`src/rtl/div3_frame_tx.sv`:
```
// Serial MSB-first frame transmitter.
// Each W-bit word is followed by 2 check bits so that the (W+2)-bit frame is divisible by 3.
module div3_frame_tx #(
    parameter int W = 8
) (
    input  logic         clk,
    input  logic         reset,
    input  logic         in_valid,
    output logic         in_ready,
    input  logic [W-1:0] in_data,
    output logic         tx_bit,
    output logic         tx_valid,
    output logic         tx_first,
    output logic         tx_last,
    output logic [1:0]   rem_out
);

    localparam int CW = (W > 2) ? $clog2(W) : 1;
    localparam logic [CW-1:0] LAST_IDX = CW'(W - 1);

    typedef enum logic [1:0] {
        IDLE = 2'd0,
        DATA = 2'd1,
        CHK  = 2'd2
    } state_t;

    state_t        state_q, state_d;
    logic [W-1:0]  shift_q, shift_d;
    logic [CW-1:0] cnt_q, cnt_d;
    logic [1:0]    rem_q, rem_d;
    logic          chk_lo_q, chk_lo_d;
    logic          tx_bit_q, tx_bit_d;
    logic          tx_valid_q, tx_valid_d;
    logic          tx_first_q, tx_first_d;
    logic          tx_last_q, tx_last_d;
    logic          in_ready_q, in_ready_d;

    logic          accept;
    logic          load;
    logic [1:0]    chk_val;

    // One step of the mod-3 recurrence: (2*r + b) mod 3.
    function automatic logic [1:0] rem_step(input logic [1:0] r, input logic b);
        logic [1:0] n;
        case (r)
            2'd0:    n = b ? 2'd1 : 2'd0;
            2'd1:    n = b ? 2'd0 : 2'd2;
            2'd2:    n = b ? 2'd2 : 2'd1;
            default: n = 2'd0;
        endcase
        return n;
    endfunction

    always_comb begin
        state_d    = state_q;
        shift_d    = shift_q;
        cnt_d      = cnt_q;
        rem_d      = rem_q;
        chk_lo_d   = chk_lo_q;
        tx_bit_d   = 1'b0;
        tx_valid_d = 1'b0;
        tx_first_d = 1'b0;
        tx_last_d  = 1'b0;
        in_ready_d = 1'b0;
        load       = 1'b0;
        accept     = in_valid && in_ready_q;

        case (rem_q)
            2'd1:    chk_val = 2'd2;
            2'd2:    chk_val = 2'd1;
            default: chk_val = 2'd0;
        endcase

        case (state_q)
            IDLE: begin
                if (accept) begin
                    load = 1'b1;
                end else begin
                    in_ready_d = 1'b1;
                end
            end
            DATA: begin
                tx_valid_d = 1'b1;
                if (cnt_q == LAST_IDX) begin
                    // rem_q now holds the payload remainder, so the check value is fixed here.
                    state_d  = CHK;
                    cnt_d    = '0;
                    chk_lo_d = chk_val[0];
                    tx_bit_d = chk_val[1];
                    rem_d    = rem_step(rem_q, chk_val[1]);
                end else begin
                    tx_bit_d = shift_q[W-1];
                    shift_d  = {shift_q[W-2:0], 1'b0};
                    rem_d    = rem_step(rem_q, shift_q[W-1]);
                    cnt_d    = cnt_q + CW'(1);
                end
            end
            CHK: begin
                if (cnt_q == '0) begin
                    tx_valid_d = 1'b1;
                    tx_last_d  = 1'b1;
                    tx_bit_d   = chk_lo_q;
                    rem_d      = rem_step(rem_q, chk_lo_q);
                    cnt_d      = CW'(1);
                    in_ready_d = 1'b1;
                end else if (accept) begin
                    load = 1'b1;
                end else begin
                    state_d    = IDLE;
                    rem_d      = 2'd0;
                    in_ready_d = 1'b1;
                end
            end
            default: begin
                state_d    = IDLE;
                rem_d      = 2'd0;
                in_ready_d = 1'b1;
            end
        endcase

        if (load) begin
            state_d    = DATA;
            shift_d    = {in_data[W-2:0], 1'b0};
            cnt_d      = '0;
            rem_d      = {1'b0, in_data[W-1]};
            tx_bit_d   = in_data[W-1];
            tx_valid_d = 1'b1;
            tx_first_d = 1'b1;
        end
    end

    always_ff @(posedge clk) begin
        if (!reset) begin
            state_q    <= IDLE;
            shift_q    <= '0;
            cnt_q      <= '0;
            rem_q      <= 2'd0;
            chk_lo_q   <= 1'b0;
            tx_bit_q   <= 1'b0;
            tx_valid_q <= 1'b0;
            tx_first_q <= 1'b0;
            tx_last_q  <= 1'b0;
            in_ready_q <= 1'b1;
        end else begin
            state_q    <= state_d;
            shift_q    <= shift_d;
            cnt_q      <= cnt_d;
            rem_q      <= rem_d;
            chk_lo_q   <= chk_lo_d;
            tx_bit_q   <= tx_bit_d;
            tx_valid_q <= tx_valid_d;
            tx_first_q <= tx_first_d;
            tx_last_q  <= tx_last_d;
            in_ready_q <= in_ready_d;
        end
    end

    // The ready flop idles high so a word can be taken the first cycle after reset release.
    assign in_ready = in_ready_q & reset;
    assign tx_bit   = tx_bit_q;
    assign tx_valid = tx_valid_q;
    assign tx_first = tx_first_q;
    assign tx_last  = tx_last_q;
    assign rem_out  = rem_q;

endmodule

```
`config.mk`:
```
export PLATFORM = sky130hd
export DESIGN_NAME = div3_frame_tx
export DESIGN_NICKNAME = d
export VERILOG_FILES = /design/src/rtl/div3_frame_tx.sv
export SDC_FILE = /design/constraint.sdc
export NUM_CORES = 1
export LEC_CHECK = 0
export ABC_AREA = 1
export CORE_MARGIN = 10
export CORE_UTILIZATION = 56
export CTS_BUF_LIST = sky130_fd_sc_hd__clkbuf_2
export DETAILED_ROUTE_END_ITERATION = 7
export PLACE_DENSITY = 0.84
export SLEW_MARGIN = 0
export SYNTH_ARGS = -nofsm -noshare
export SYNTH_HDL_FRONTEND = slang
export SYNTH_SLANG_ARGS = --single-unit
```
`constraint.sdc`:
```
create_clock -name clk -period 2.1 [get_ports clk]
set_clock_uncertainty 0.1 [all_clocks]
set_input_delay 0.525 -clock clk [delete_from_list [all_inputs] [get_ports clk]]
set_output_delay 0.525 -clock clk [all_outputs]
set_load 0.005 [all_outputs]
```
After elaboration in Yosys (flattened, before gate mapping)
Cells that the tools add are included.
{ "word_totals": {"register_bits": 20, "latch_bits": 0, "ram_bits": 0, "mem_bits_ro": 0, "inputBits": 11, "out_inout_bits": 7, "word_cells": 89, "memories": 0} }
{ "classes": {"n_addsub": 1, "mul": 0, "div": 0, "order_cmp": 0, "eq_ne": 16, "shifts": 0, "mux": 42, "n_bitwise": 3, "reduce_logical": 15} }
{ "op_table": {"columns": ["op", "n"], "rows": [
  ["2-bit case mux with 3 select lines", 5],
  ["8-bit 2-to-1 mux", 3],
  ["2-bit 2-to-1 mux", 11],
  ["1-bit 2-to-1 mux", 15],
  ["2-bit inequality test, second input constant", 6],
  ["3-bit inequality test, second input constant", 4],
  ["2-bit AND reduction", 6],
  ["4-bit AND reduction", 2],
  ["3-bit 2-to-1 mux", 2],
  ["1-bit case mux with 2 select lines", 3],
  ["3-bit case mux with 2 select lines", 1],
  ["2-bit by 1-bit == test with 1-bit output, second input constant", 2],
  ["2-bit == test, second input constant", 2],
  ["2-bit logical NOT", 2],
  ["4-bit inequality test, second input constant", 1],
  ["2-bit case mux with 2 select lines", 1],
  ["2-bit nonzero test", 2],
  ["3-bit by 1-bit adder with 3-bit output, second input constant", 1],
  ["3-bit == test, second input constant", 1],
  ["3-bit logical NOT", 1],
  ["1-bit case mux with 3 select lines", 1],
  ["1-bit inverter", 2],
  ["2-bit OR reduction", 1],
  ["1-bit AND", 1],
  ["1-bit logical AND", 1]
]} }

Longest topological paths before layout
{ "depth": {"depth_word": 7, "ltp_mapped": 10, "mapped_depth_nobuf": 10} }

Worst setup path before layout
OpenSTA, ideal clock, no wires.
{ "synth_timing": {"kind": "register -> register", "start": "reg state_q[0]", "end": "reg rem_q[0] (netlist: rem_out[0])", "setup_ns": 0.122, "arrival_time_ns": 1.255, "t_required_ns": 1.878, "path_slack_ns": 0.623, "path_stages_with_launch": 10, "path_buffers": 1, "synth_period_minus_slack_ns": 1.477, "path_cell_list": "dfxtp_1 > inv_1 > ha_1 > inv_2 > nor2_4 > nand2_4 > nand2_8 > buf_12 > a21oi_2 > a21oi_2"} }
{ "synth_via": {"elab_chain_cells": 4, "elab_cells_between_ends": 9, "classes_between": "4 x eq/ne; 3 x mux; 2 x reduce/logical"} }
{ "synth_rtl": {"columns": ["item", "line", "rtl"], "rows": [
  ["from (decl)", "27", "state_t state_q, state_d;"],
  ["from (signal assigned)", "145", "state_q <= state_d;"],
  ["2-bit == test / 2-bit logical NOT (equally long branches)", "74", "case (state_q)"],
  ["1-bit case mux with 2 select lines", "74", null],
  ["4-bit inequality test (no line) / 2-bit inequality test (equally long branches)", null, null],
  ["2-bit AND reduction (no line)", null, null],
  ["to (signal assigned)", "148", "rem_q <= rem_d;"],
  ["to (decl)", "30", "logic [1:0] rem_q, rem_d;"]
]} }
Several ways; a longest one is shown, not always the timed one.
A chain may end at the register's enable or synchronous reset.

Final worst setup path
{ "layout_timing": {"start": "reg rem_q[1] (netlist: rem_out[1])", "end": "out rem_out[1]"} }
{ "layout_lines": {"columns": ["item", "line", "rtl"], "rows": [
  ["to (decl)", "15", "output logic [1:0] rem_out"]
]} }
No word-level cell between the ends.

==> flow_metrics.env <==
export IMPL_status="completed"
export IMPL_fin_area_um2=1470
export IMPL_fin_util_pct=67.6
export IMPL_syn_avg_cell_area_um2=7.05
export IMPL_grt_max_degree=19
export IMPL_wl_um=2610
export IMPL_post_cts_resized=1
export IMPL_power_density_nw_per_um2=1240
export IMPL_critPathMaxStageDelay_ns=0.55
export IMPL_setup_ws_ns=0.0852
export IMPL_avgRoutedWirePerCell_um=11.5
export IMPL_hpwl_um=2030
export IMPL_root_buffer="clkbuf_2"
export IMPL_setup_viol=0
export IMPL_hp_class="reg -> reg"
export IMPL_num_vias=1098
export IMPL_coreArea_um2=2170
export IMPL_ys_types=21
export IMPL_async_reset_ff_share_pct=0
export IMPL_numPortBuffers=17
export IMPL_drv_cap=0
export IMPL_synth_area_um2=1260
export IMPL_required_ns=1.47
export IMPL_synthCells=179
export IMPL_area_growth_pct=16.3
export IMPL_post_cts_buffers=0
export IMPL_clkSlewWorstSetupHoldPaths_ns=0.20
export IMPL_cts_sinks=20
export IMPL_cp_end_kind="output port"
export IMPL_cts_tree="done"
export IMPL_layout_worst_path_cycle_share_pct=95.9
export IMPL_tightest_slew_ns=0.320
export IMPL_grt_pass1_wl_um=4570
export IMPL_critPathLaunchType="register"
export IMPL_gp_congestion=0.817
export IMPL_synth_top_area_share_pct=31.7
export IMPL_fmax_mhz=496
export IMPL_ioPinCount=18
export IMPL_yosys_area_top_type="dfxtp_1"
export IMPL_worstPathArrival_ns=1.39
export IMPL_num_rows=17
export IMPL_cp_num_buf_inv=1
export IMPL_p_total_uw=1820
export IMPL_rsz0062_at_grt="false"
export IMPL_detail_route_iter0_violations=59
export IMPL_cts_buffer_depth=2
export IMPL_path_class="reg -> out"
export IMPL_numCtsBuffers=3
export IMPL_place_area_um2=1450
export IMPL_die_area_um2=4550
export IMPL_relSlewSlack_pct=78.7
export IMPL_cp_cell_sequence="clkdlybuf4s50_1"
export IMPL_die_w_um=67.5
export IMPL_pre_cts_ws_ns=-0.156
export IMPL_die_h_um=67.5
export IMPL_synth_edf_count=0
export IMPL_synth_area_leaders="dfxtp_1 (32%), nand2_1 (12%), inv_1 (9.5%)"
export IMPL_synth_seq_cells=20
export IMPL_synthesis_nets=197
export IMPL_overflow=0
export IMPL_final_cells=227
export IMPL_dr_pass1_iters=4
export IMPL_final_nets=218
export IMPL_gr_usage_all_layers_pct=12.6
export IMPL_clk_latency_ns=0.32
export IMPL_via_per_inst=4.84
export IMPL_finalCriticalPeriod_ns=2.01
export IMPL_synth_warnings=0
export IMPL_cts_hold_fix_buffers=0
export IMPL_synth_ff_type="dfxtp_1"
export IMPL_grt_pass1_vias=1108
export IMPL_antenna_cells=0
export IMPL_synth_most_common_cell="nand2_1"
export IMPL_crit_family="buffers and inverters"
export IMPL_drc=0
export IMPL_ir_drop_mv=0.773
export IMPL_placed_cells=223
export IMPL_yosysSeqAreaShare_pct=31.7
export IMPL_finalHoldViolCount=0
export IMPL_crit_fanout=8
export IMPL_antenna_found_initial=0
export IMPL_report_final_slew_viol_count=0
export IMPL_htreeDepth=1
export IMPL_critPathSlowestCell="clkdlybuf4s50_1"
export IMPL_initial_core_util_pct=58.1
export IMPL_synth_top_cells_by_count="nand2_1 (40), inv_1 (32), nor2_1 (24)"
export IMPL_drive_gt1_share_pct=18.1
export IMPL_leakagePower_uw=0.000659
export IMPL_ant_nets=0
-- path summary, 6_finish.rpt --
path / from / to / slack, ns / cells past startpoint
min: shift_q[4] / shift_q[4] / 0.39 / 2
min reg2reg: shift_q[4] / shift_q[4] / 0.39 / 2
max reg2reg: cnt_q[0] / shift_q[3] / 0.40 / 7
max: rem_out[1] / rem_out[1] / 0.09 / 1
-- registers in the layout (all words and copies together) (netlist names) --
name,count
shift_q,7
cnt_q,3
rem_out,2
state_q,2
chk_lo_q,1
in_ready_q,1
tx_bit,1
tx_first,1
tx_last,1
tx_valid,1
-- layout make-up --
cell class | instances | area [um^2]
Sequential cell | 20 | 400
Clock inverter | 1 | 3.75
Multi-Input combinational cell | 120 | 693
Timing Repair Buffer | 19 | 184
Inverter | 36 | 135
Fill cell | 205 | 703
Tap cell | 28 | 35.0
Clock buffer | 3 | 15.0
-- cells by family after synthesis --
logic type	after synthesis	synth area share (%)
fa+ha+maj	7	6.94
simple gates	86	32.4
buf+inv	39	13.3
flops	20	31.7
compound gates	27	15.6
-- placed cells by master, fill, tap and decap left out --
master,n
o21ai_2,6
dlygate4sd2_1,1
o21ai_0,6
nand3_1,10
nand2_2,4
a21oi_1,4
ha_1,7
a21oi_2,9
dfxtp_1,20
clkinv_1,1
nor2_1,24
inv_1,32
inv_2,4
nand2_4,2
clkbuf_2,3
nand2_8,1
o22ai_1,1
o2111ai_1,1
buf_4,2
nand2_1,40
nor2_4,4
clkdlybuf4s50_1,16
nor2_2,1
-- report_power, final --
part           internal [uW]  switching (uW)
registers                507            93.1
logic                    397             656
clock network           41.4             120
total                    946             869
-- metal layers --
layer | share of wire (%) | wire length, um | global-route usage, % | vias to the layer above
li1 | - | - | - | 585
met1 | 43 | 1110 | 13.2 | 488
met3 | 6.0 | 157 | 4.46 | 2
met2 | 51 | 1330 | 23.1 | 23
met4 | 0.35 | 9 | 3.85 | 0
met5 | 0 | 0 | 0 | -
-- tightest hold or removal path, cell delays in order (launching register included) --
cell     delay [ns]
dfxtp_1        0.35
nand2_1        0.08
a21oi_2        0.05
-- metrics by stage --
step / hold slack (ns) / TNS (ns)
after floorplan: 0.342 / 0
after global placement: 0.355 / -0.153
after detailed placement: 0.367 / -0.156
after CTS: 0.394 / 0
after global routing: 0.414 / 0
final: 0.393 / 0
No activity file was read; power rests on OpenSTA's default activity.
